--- src/rtl/temp_seq_ctrl.sv ---
// Round-robin load/compare sequencer for NUM_CH temperature sensors.
// Define TEMP_SEQ_TIMEOUT_EN to build in the per-channel watchdog and timeout_err.
module temp_seq_ctrl #(
  parameter int NUM_CH         = 4,
  parameter int TIMEOUT_CYCLES = 1024
) (
  input  logic                      clk,
  input  logic                      rst_n,
  input  logic                      enable,
  input  logic [NUM_CH-1:0]         temp_ready,
  output logic [$clog2(NUM_CH)-1:0] ch_sel,
  output logic                      load,
  output logic                      compare_data,
  output logic                      sweep_done,
  output logic                      timeout_err,
  output logic                      busy
);

  localparam int CH_W = $clog2(NUM_CH);

  typedef enum logic [1:0] {IDLE, WAIT, LOAD, COMPARE} state_t;

  state_t          state_q, state_d;
  logic [CH_W-1:0] ch_q, ch_d;

  // Wrap explicitly so non-power-of-two channel counts never select a missing sensor.
  function automatic logic [CH_W-1:0] next_ch(input logic [CH_W-1:0] ch);
    if (ch == CH_W'(NUM_CH - 1)) return '0;
    else                         return ch + 1'b1;
  endfunction

`ifdef TEMP_SEQ_TIMEOUT_EN
  localparam int CNT_W = $clog2(TIMEOUT_CYCLES);

  logic [CNT_W-1:0] cnt_q, cnt_d;
  logic             tmo_q, tmo_d;

  always_ff @(posedge clk or negedge rst_n) begin
    if (!rst_n) begin
      cnt_q <= '0;
      tmo_q <= 1'b0;
    end else begin
      cnt_q <= cnt_d;
      tmo_q <= tmo_d;
    end
  end

  assign timeout_err = tmo_q;
`else
  assign timeout_err = 1'b0;
`endif

  always_ff @(posedge clk or negedge rst_n) begin
    if (!rst_n) begin
      state_q <= IDLE;
      ch_q    <= '0;
    end else begin
      state_q <= state_d;
      ch_q    <= ch_d;
    end
  end

  // Counter defaults to zero, so any path into WAIT starts a fresh watchdog window.
  always_comb begin
    state_d = state_q;
    ch_d    = ch_q;
`ifdef TEMP_SEQ_TIMEOUT_EN
    cnt_d   = '0;
    tmo_d   = 1'b0;
`endif
    case (state_q)
      IDLE: begin
        if (enable) state_d = WAIT;
      end
      WAIT: begin
        if (!enable) begin
          state_d = IDLE;
        end else if (temp_ready[ch_q]) begin
          state_d = LOAD;
        end else begin
`ifdef TEMP_SEQ_TIMEOUT_EN
          if (cnt_q == CNT_W'(TIMEOUT_CYCLES - 1)) begin
            ch_d  = next_ch(ch_q);
            tmo_d = 1'b1;
          end else begin
            cnt_d = cnt_q + 1'b1;
          end
`endif
        end
      end
      LOAD: begin
        state_d = COMPARE;
      end
      COMPARE: begin
        ch_d    = next_ch(ch_q);
        state_d = enable ? WAIT : IDLE;
      end
      default: begin
        state_d = IDLE;
      end
    endcase
  end

  assign ch_sel       = ch_q;
  assign load         = (state_q == LOAD);
  assign compare_data = (state_q == COMPARE);
  assign sweep_done   = (state_q == COMPARE) && (ch_q == CH_W'(NUM_CH - 1));
  assign busy         = (state_q != IDLE);

endmodule

--- config.mk ---
export PLATFORM = sky130hd
export DESIGN_NAME = temp_seq_ctrl
export DESIGN_NICKNAME = d
export VERILOG_FILES = /design/src/rtl/temp_seq_ctrl.sv
export SDC_FILE = /design/constraint.sdc
export NUM_CORES = 1
export LEC_CHECK = 0
export CAP_MARGIN = 10
export CELL_PAD_IN_SITES_DETAIL_PLACEMENT = 1
export CELL_PAD_IN_SITES_GLOBAL_PLACEMENT = 1
export CORE_AREA = 2 2 39 41
export DETAILED_ROUTE_END_ITERATION = 12
export DIE_AREA = 0 0 41 43
export GPL_TIMING_DRIVEN = 0
export PLACE_DENSITY_LB_ADDON = 0.25
export SLEW_MARGIN = 10
export SYNTH_ARGS = -nofsm -noshare
export SYNTH_HDL_FRONTEND = slang
export SYNTH_SLANG_ARGS = --single-unit
--- constraint.sdc ---
create_clock -name clk -period 1.1 [get_ports clk]
set_input_delay 0.11 -clock clk [delete_from_list [all_inputs] [get_ports clk]]
set_output_delay 0.11 -clock clk [all_outputs]
set_load 0.05 [all_outputs]
==> results of run 1 <==
-- cells by family (layout without fill, tap and decap cells) --
| logic type | Yosys count | after routing | share of synthesized area [%] |
|---|---|---|---|
| AOI/OAI and AO/OA | 2 | 2 | 7.619 |
| adders and majority gates | 1 | 1 | 4.761 |
| buffers and inverters | 4 | 23 | 7.144 |
| DFF | 4 | 4 | 38.10 |
| muxes | 4 | 4 | 17.14 |
| other | 1 | 1 | 1.427 |
| and+or+nand+nor | 9 | 9 | 23.81 |
-- path summary, 6_finish.rpt --
check,startpoint,to,depth (start not counted)
hold reg to reg,ch_sel[1],ch_sel[1],1
setup / recovery,ch_sel[1],sweep_done,3
setup reg to reg,ch_sel[1],flop,3
max in group asynchronous,rst_n,ch_sel[0],1
hold / removal,rst_n,ch_sel[1],1
min in group clk,enable,state_q[0],3
-- synth_stat cells --
library cell	n	share of area, %
a221o_1	1	3.8
a222oi_1	1	3.8
and3_1	1	2.4
and3b_1	1	3.3
and4b_1	1	3.8
buf_4	1	2.9
conb_1	1	1.4
dfrtp_1	4	38
ha_1	1	4.8
inv_1	3	4.3
mux2_2	4	17
nand2_1	1	1.4
nand2b_1	1	2.4
nor2_1	1	1.4
nor3b_1	1	2.9
nor4bb_1	1	3.8
or2_2	1	2.4
-- layout make-up --
class	instances	share of cell area [%]
inverters	3	2.452
clock buffers	4	5.722
plain buffers	1	1.635
well taps	16	4.360
repair buffers	15	29.16
flip-flops and latches	4	22.34
multi-input cells	17	34.33
-- timing repair --
item,4_1_cts,5_1_grt
setup endpoints to repair,9,9
endpoints found under the hold margin,0,0
resized for setup,33,1
setup buffers,3,0
-- routing by layer --
metal	part of all wire [%]	track usage, %	wire length, microns	up-vias
li1	-	-	-	126
met1	33	10.46	225	131
met2	59	15.63	400	7
met3	4.1	3.141	28	2
met4	3.1	10.00	21	0
met5	0	0	0	-
-- stage by stage --
step                total power [uW]  hold WS, ps  cell area (sq um)
floorplan                      847.2       -185.6              274.0
CTS                             1357        64.94              456.7
detailed placement              1102        322.8              414.1
finish                          1345        64.76              459.2
global route                    1443        66.90              459.2
global placement                1081        313.4              414.1
-- worst reg2reg max path: stages (launching register included) --
cell     delay (ps)
dfrtp_2         420
buf_4           140
mux2_4          290
a221o_1         320
-- power by group through the flow --
stage / logic, uW / registers (uW) / clock network (uW)
after floorplan: 403 / 444 / 0
after global placement: 744 / 337 / 0
after detailed placement: 756 / 346 / 0
after CTS: 837 / 311 / 209
after global routing: 881 / 334 / 228
final: 831 / 313 / 201
==> impl_metrics.py, run 1 <==
metrics = {
    "status": {
        "status": "complete, but fails checks",
        "violations": "setup timing",
    },
    "clock_tree": {
        "cts_buffers": 3,
        "hold_buffers": 0,
        "cts.root.buffer_cell": "clkbuf_4",
        "clock_sinks": 4,
        "cts_tree": "yes",
        "cts_buffer_depth": 2,
        "h-tree-depth": 1,
        "path_clk_slew_ps": 40,
        "clock_latency_ps": 240,
    },
    "pwr": {
        "p_leak_uw": 0.0002324,
        "ir_drop_uv": 962.1,
        "p_clk_share_pct": 14.9,
        "powerDensity_nw_per_um2": 2930,
        "swShare_pct": 46.21,
        "internal_power_uw": 723.7,
        "comb_power_share_pct": 61.8,
        "power_switching_uw": 621.7,
        "p_seq_share_pct": 23.3,
    },
    "yosys": {
        "netlist_area_sq_um": 262.8,
        "yosysUniqueCellTypes": 17,
        "seq_area_frac_synth_pct": 38.10,
        "synth_cells": 25,
        "avgSynthCellArea_sq_um": 10.51,
        "yosysWarnings": 0,
        "yosys_register_bits": 4,
        "synth_fp_nets": 33,
    },
    "timing": {
        "setup_violations": 7,
        "hold_viol_final": 0,
        "worst_slack_ps": -216.3,
        "fin_tns_setup_ps": -1172,
        "period_minus_slack_ps": 1316,
        "period_share_pct": 119.7,
        "timing.fmax_mhz": 759.7,
        "finClkSkew_ps": 7.071,
        "slew_violations": 0,
        "grt_setup_unrepaired": "true",
    },
    "floorplanning": {
        "rows": 14,
        "initial_core_util_pct": 18.99,
        "core_sq_um": 1384,
        "dieWidth_microns": 41,
        "die_y_microns": 43,
        "die-area_sq_um": 1763,
        "num_io_pins": 14,
    },
    "setup_path": {
        "slowest_stage": "dfrtp_2",
        "worstSetupPathType": "flop to primary output",
        "r2r_slack_ps": -210,
        "path_cells": "ha_2 -> and3_2 -> buf_6",
        "arrival_ps": 1210,
        "max_stage_delay_ps": 420,
        "start_kind": "flop",
        "end_kind": "primary output",
        "crit_fanout": 5,
        "crit_family": "flip-flops",
        "cp_num_buf_inv": 1,
        "cp_data_required_time_ps": 990,
    },
    "layout": {
        "syn_to_final_growth_pct": 74.76,
        "multi_input_area_sq_um": 157.7,
        "n_antenna_cell": 0,
        "final_nets": 53,
        "fillerInstances": 158,
        "final_util_pct": 33.18,
        "final-seq-area_sq_um": 102.6,
        "layout_common_cells": "buf_4 (6), clkdlybuf4s50_1 (6), inv_1 (3), clkbuf_4 (3)",
        "drive_gt1_share_pct": 50.00,
        "final_cells": 60,
    },
    "global_routing": {
        "grt_overflow": 0,
        "grt_pass1_wl_mm": 1.152,
        "grt_pass1_vias": 274,
        "grt_use_total_pct": 10.39,
        "grt_max_degree": 9,
        "grt_antenna_before_repair": 0,
    },
    "route": {
        "drtIter0Drc": 3,
        "drc_errors": 0,
        "firstDrtPassIters": 4,
        "viasPerCell": 4.433,
        "routed_wl_microns": 675,
        "wl_per_cell_microns": 11.25,
        "vias": 266,
        "final_antenna_net_count": 0,
    },
    "placement": {
        "dp_hpwl_microns": 531.7,
        "routabilityCongestion": 0.7037,
        "dp.cells": 53,
        "portBuffers": 12,
        "pre_cts_ws_ps": -577.2,
    },
    "run": {
        "cap_violations": 0,
    },
    "worst_hold_path": {
        "worstHoldPathType": "primary input to async pin",
    },
}
(Power assumes the default switching activity.)
==> run 2: changes to the inputs <==
--- a/config.mk
+++ b/config.mk
@@ -17,3 +17,4 @@
 export SYNTH_ARGS = -nofsm -noshare
 export SYNTH_HDL_FRONTEND = slang
 export SYNTH_SLANG_ARGS = --single-unit
+export TNS_END_PERCENT = 30
==> run 2 against run 1 <==
Net effect: clock skew did not move; sequential share of layout area fell by 0.30 points; the flow still finishes with violations (setup timing); hold slack did not move; first-iteration DRC count did not move; non-clock buffer count did not move; register-to-register slack barely moved; clock power barely moved; global-route usage rose by 0.10 points; core utilization rose by 0.45 points; final cell count did not move; sequential power barely moved; critical path type unchanged; clock-buffer cell count did not move.
==> impl_metrics.py, run 2 (synthesis gave the netlist of run 1 again) <==
metrics = {
    "route": {
        "wl_per_cell_microns": 11.22,
        "vias": 267,
        "drc_errors": 0,
        "viasPerCell": 4.450,
        "final_antenna_net_count": 0,
        "firstDrtPassIters": 4,
        "drtIter0Drc": 3,
        "routed_wl_microns": 673,
    },
    "setup_path": {
        "r2r_slack_ps": -210,
        "max_stage_delay_ps": 420,
        "slowest_stage": "dfrtp_2",
        "cp_num_buf_inv": 1,
        "end_kind": "primary output",
        "cp_data_required_time_ps": 990,
        "arrival_ps": 1210,
        "path_cells": "ha_2 -> and3_2 -> buf_6",
        "worstSetupPathType": "flop to primary output",
        "start_kind": "flop",
        "crit_family": "flip-flops",
        "r2r-start": "ch_sel[1]",
        "cp-startpoint": "ch_sel[1]",
        "crit_fanout": 5,
    },
    "layout": {
        "n_antenna_cell": 0,
        "fillerInstances": 156,
        "final_nets": 53,
        "final_util_pct": 33.63,
        "syn_to_final_growth_pct": 77.14,
        "layout_common_cells": "buf_4 (6), clkdlybuf4s50_1 (6), inv_1 (3), clkbuf_4 (3)",
        "multi_input_area_sq_um": 157.7,
        "final-seq-area_sq_um": 102.6,
        "drive_gt1_share_pct": 50.00,
    },
    "global_routing": {
        "grt_max_degree": 9,
        "grt_antenna_before_repair": 0,
        "grt_pass1_vias": 276,
        "grt_overflow": 0,
        "grt_pass1_wl_mm": 1.166,
        "grt_use_total_pct": 10.49,
    },
    "timing": {
        "period_share_pct": 119.7,
        "timing.fmax_mhz": 759.7,
        "hold_viol_final": 0,
        "grt_setup_unrepaired": "true",
        "setup_violations": 7,
        "period_minus_slack_ps": 1316,
        "slew_violations": 0,
        "worst_slack_ps": -216.3,
        "finClkSkew_ps": 7.071,
    },
    "clock_tree": {
        "clock_latency_ps": 240,
        "cts_buffer_depth": 2,
        "cts_buffers": 3,
        "cts_tree": "yes",
        "hold_buffers": 0,
        "h-tree-depth": 1,
        "cts.root.buffer_cell": "clkbuf_4",
        "path_clk_slew_ps": 40,
        "clock_sinks": 4,
    },
    "floorplanning": {
        "initial_core_util_pct": 18.99,
        "rows": 14,
        "core_sq_um": 1384,
        "die-area_sq_um": 1763,
        "die_y_microns": 43,
        "dieWidth_microns": 41,
        "num_io_pins": 14,
    },
    "run": {
        "cap_violations": 0,
    },
    "worst_hold_path": {
        "worstHoldPathType": "primary input to async pin",
    },
    "pwr": {
        "ir_drop_uv": 962.1,
        "power_uw": 1358,
        "p_leak_uw": 0.0002330,
        "powerDensity_nw_per_um2": 2918,
    },
    "status": {
        "violations": "setup timing",
        "status": "complete, but fails checks",
    },
    "placement": {
        "routabilityCongestion": 0.7037,
        "portBuffers": 12,
        "dp_hpwl_microns": 531.7,
    },
}
## run 2: what timing repair did
action,CTS,global route
gates resized for setup,31,1
setup endpoints to repair,9,10
setup buffers,3,0
## run 2: area by class of cell
type	instances	area share (%)
multi-input cells	17	33.87
clock buffers	4	5.645
plain buffers	1	1.613
flip-flops and latches	4	22.04
well taps	16	4.301
inverters	3	2.419
repair buffers	15	30.11
## run 2: routing by layer
layer	track usage, %	wire length (microns)	vias to the layer above
li1	-	-	126
met3	3.141	28	2
met1	10.46	223	132
met4	10.00	21	0
met5	0	0	-
met2	15.94	400	7
## run 2: metrics by stage
step | setup TNS (ps) | area, sq um | hold slack, ps | instances | worst slack (ps)
global placement | -2645 | 414.1 | 313.4 | 53 | -557.4
floorplan | -613.7 | 274.0 | -185.6 | 25 | -195.6
CTS | -1279 | 462.9 | 64.94 | 60 | -225.1
finish | -1171 | 465.4 | 64.76 | 60 | -216.3
global route | -1680 | 465.4 | 66.90 | 60 | -268.8
detailed placement | -2763 | 414.1 | 322.8 | 53 | -577.2
## run 2: worst paths after layout
kind,depth (start not counted),end
worst max-delay path,3,sweep_done
worst min-delay path,1,ch_sel[1]
worst max register to register,3,flop
worst min register to register,1,ch_sel[1]
max in group asynchronous,1,ch_sel[0]
min in group clk,3,state_q[0]
## run 2: where the power goes
group	switching [uW]	total [uW]	leakage (uW)	internal [uW]
clock network	64.7	201	0.0000150	136
registers	91.2	313	0.0000469	222
logic	466	843	0.000171	377
total	622	1360	0.000233	736
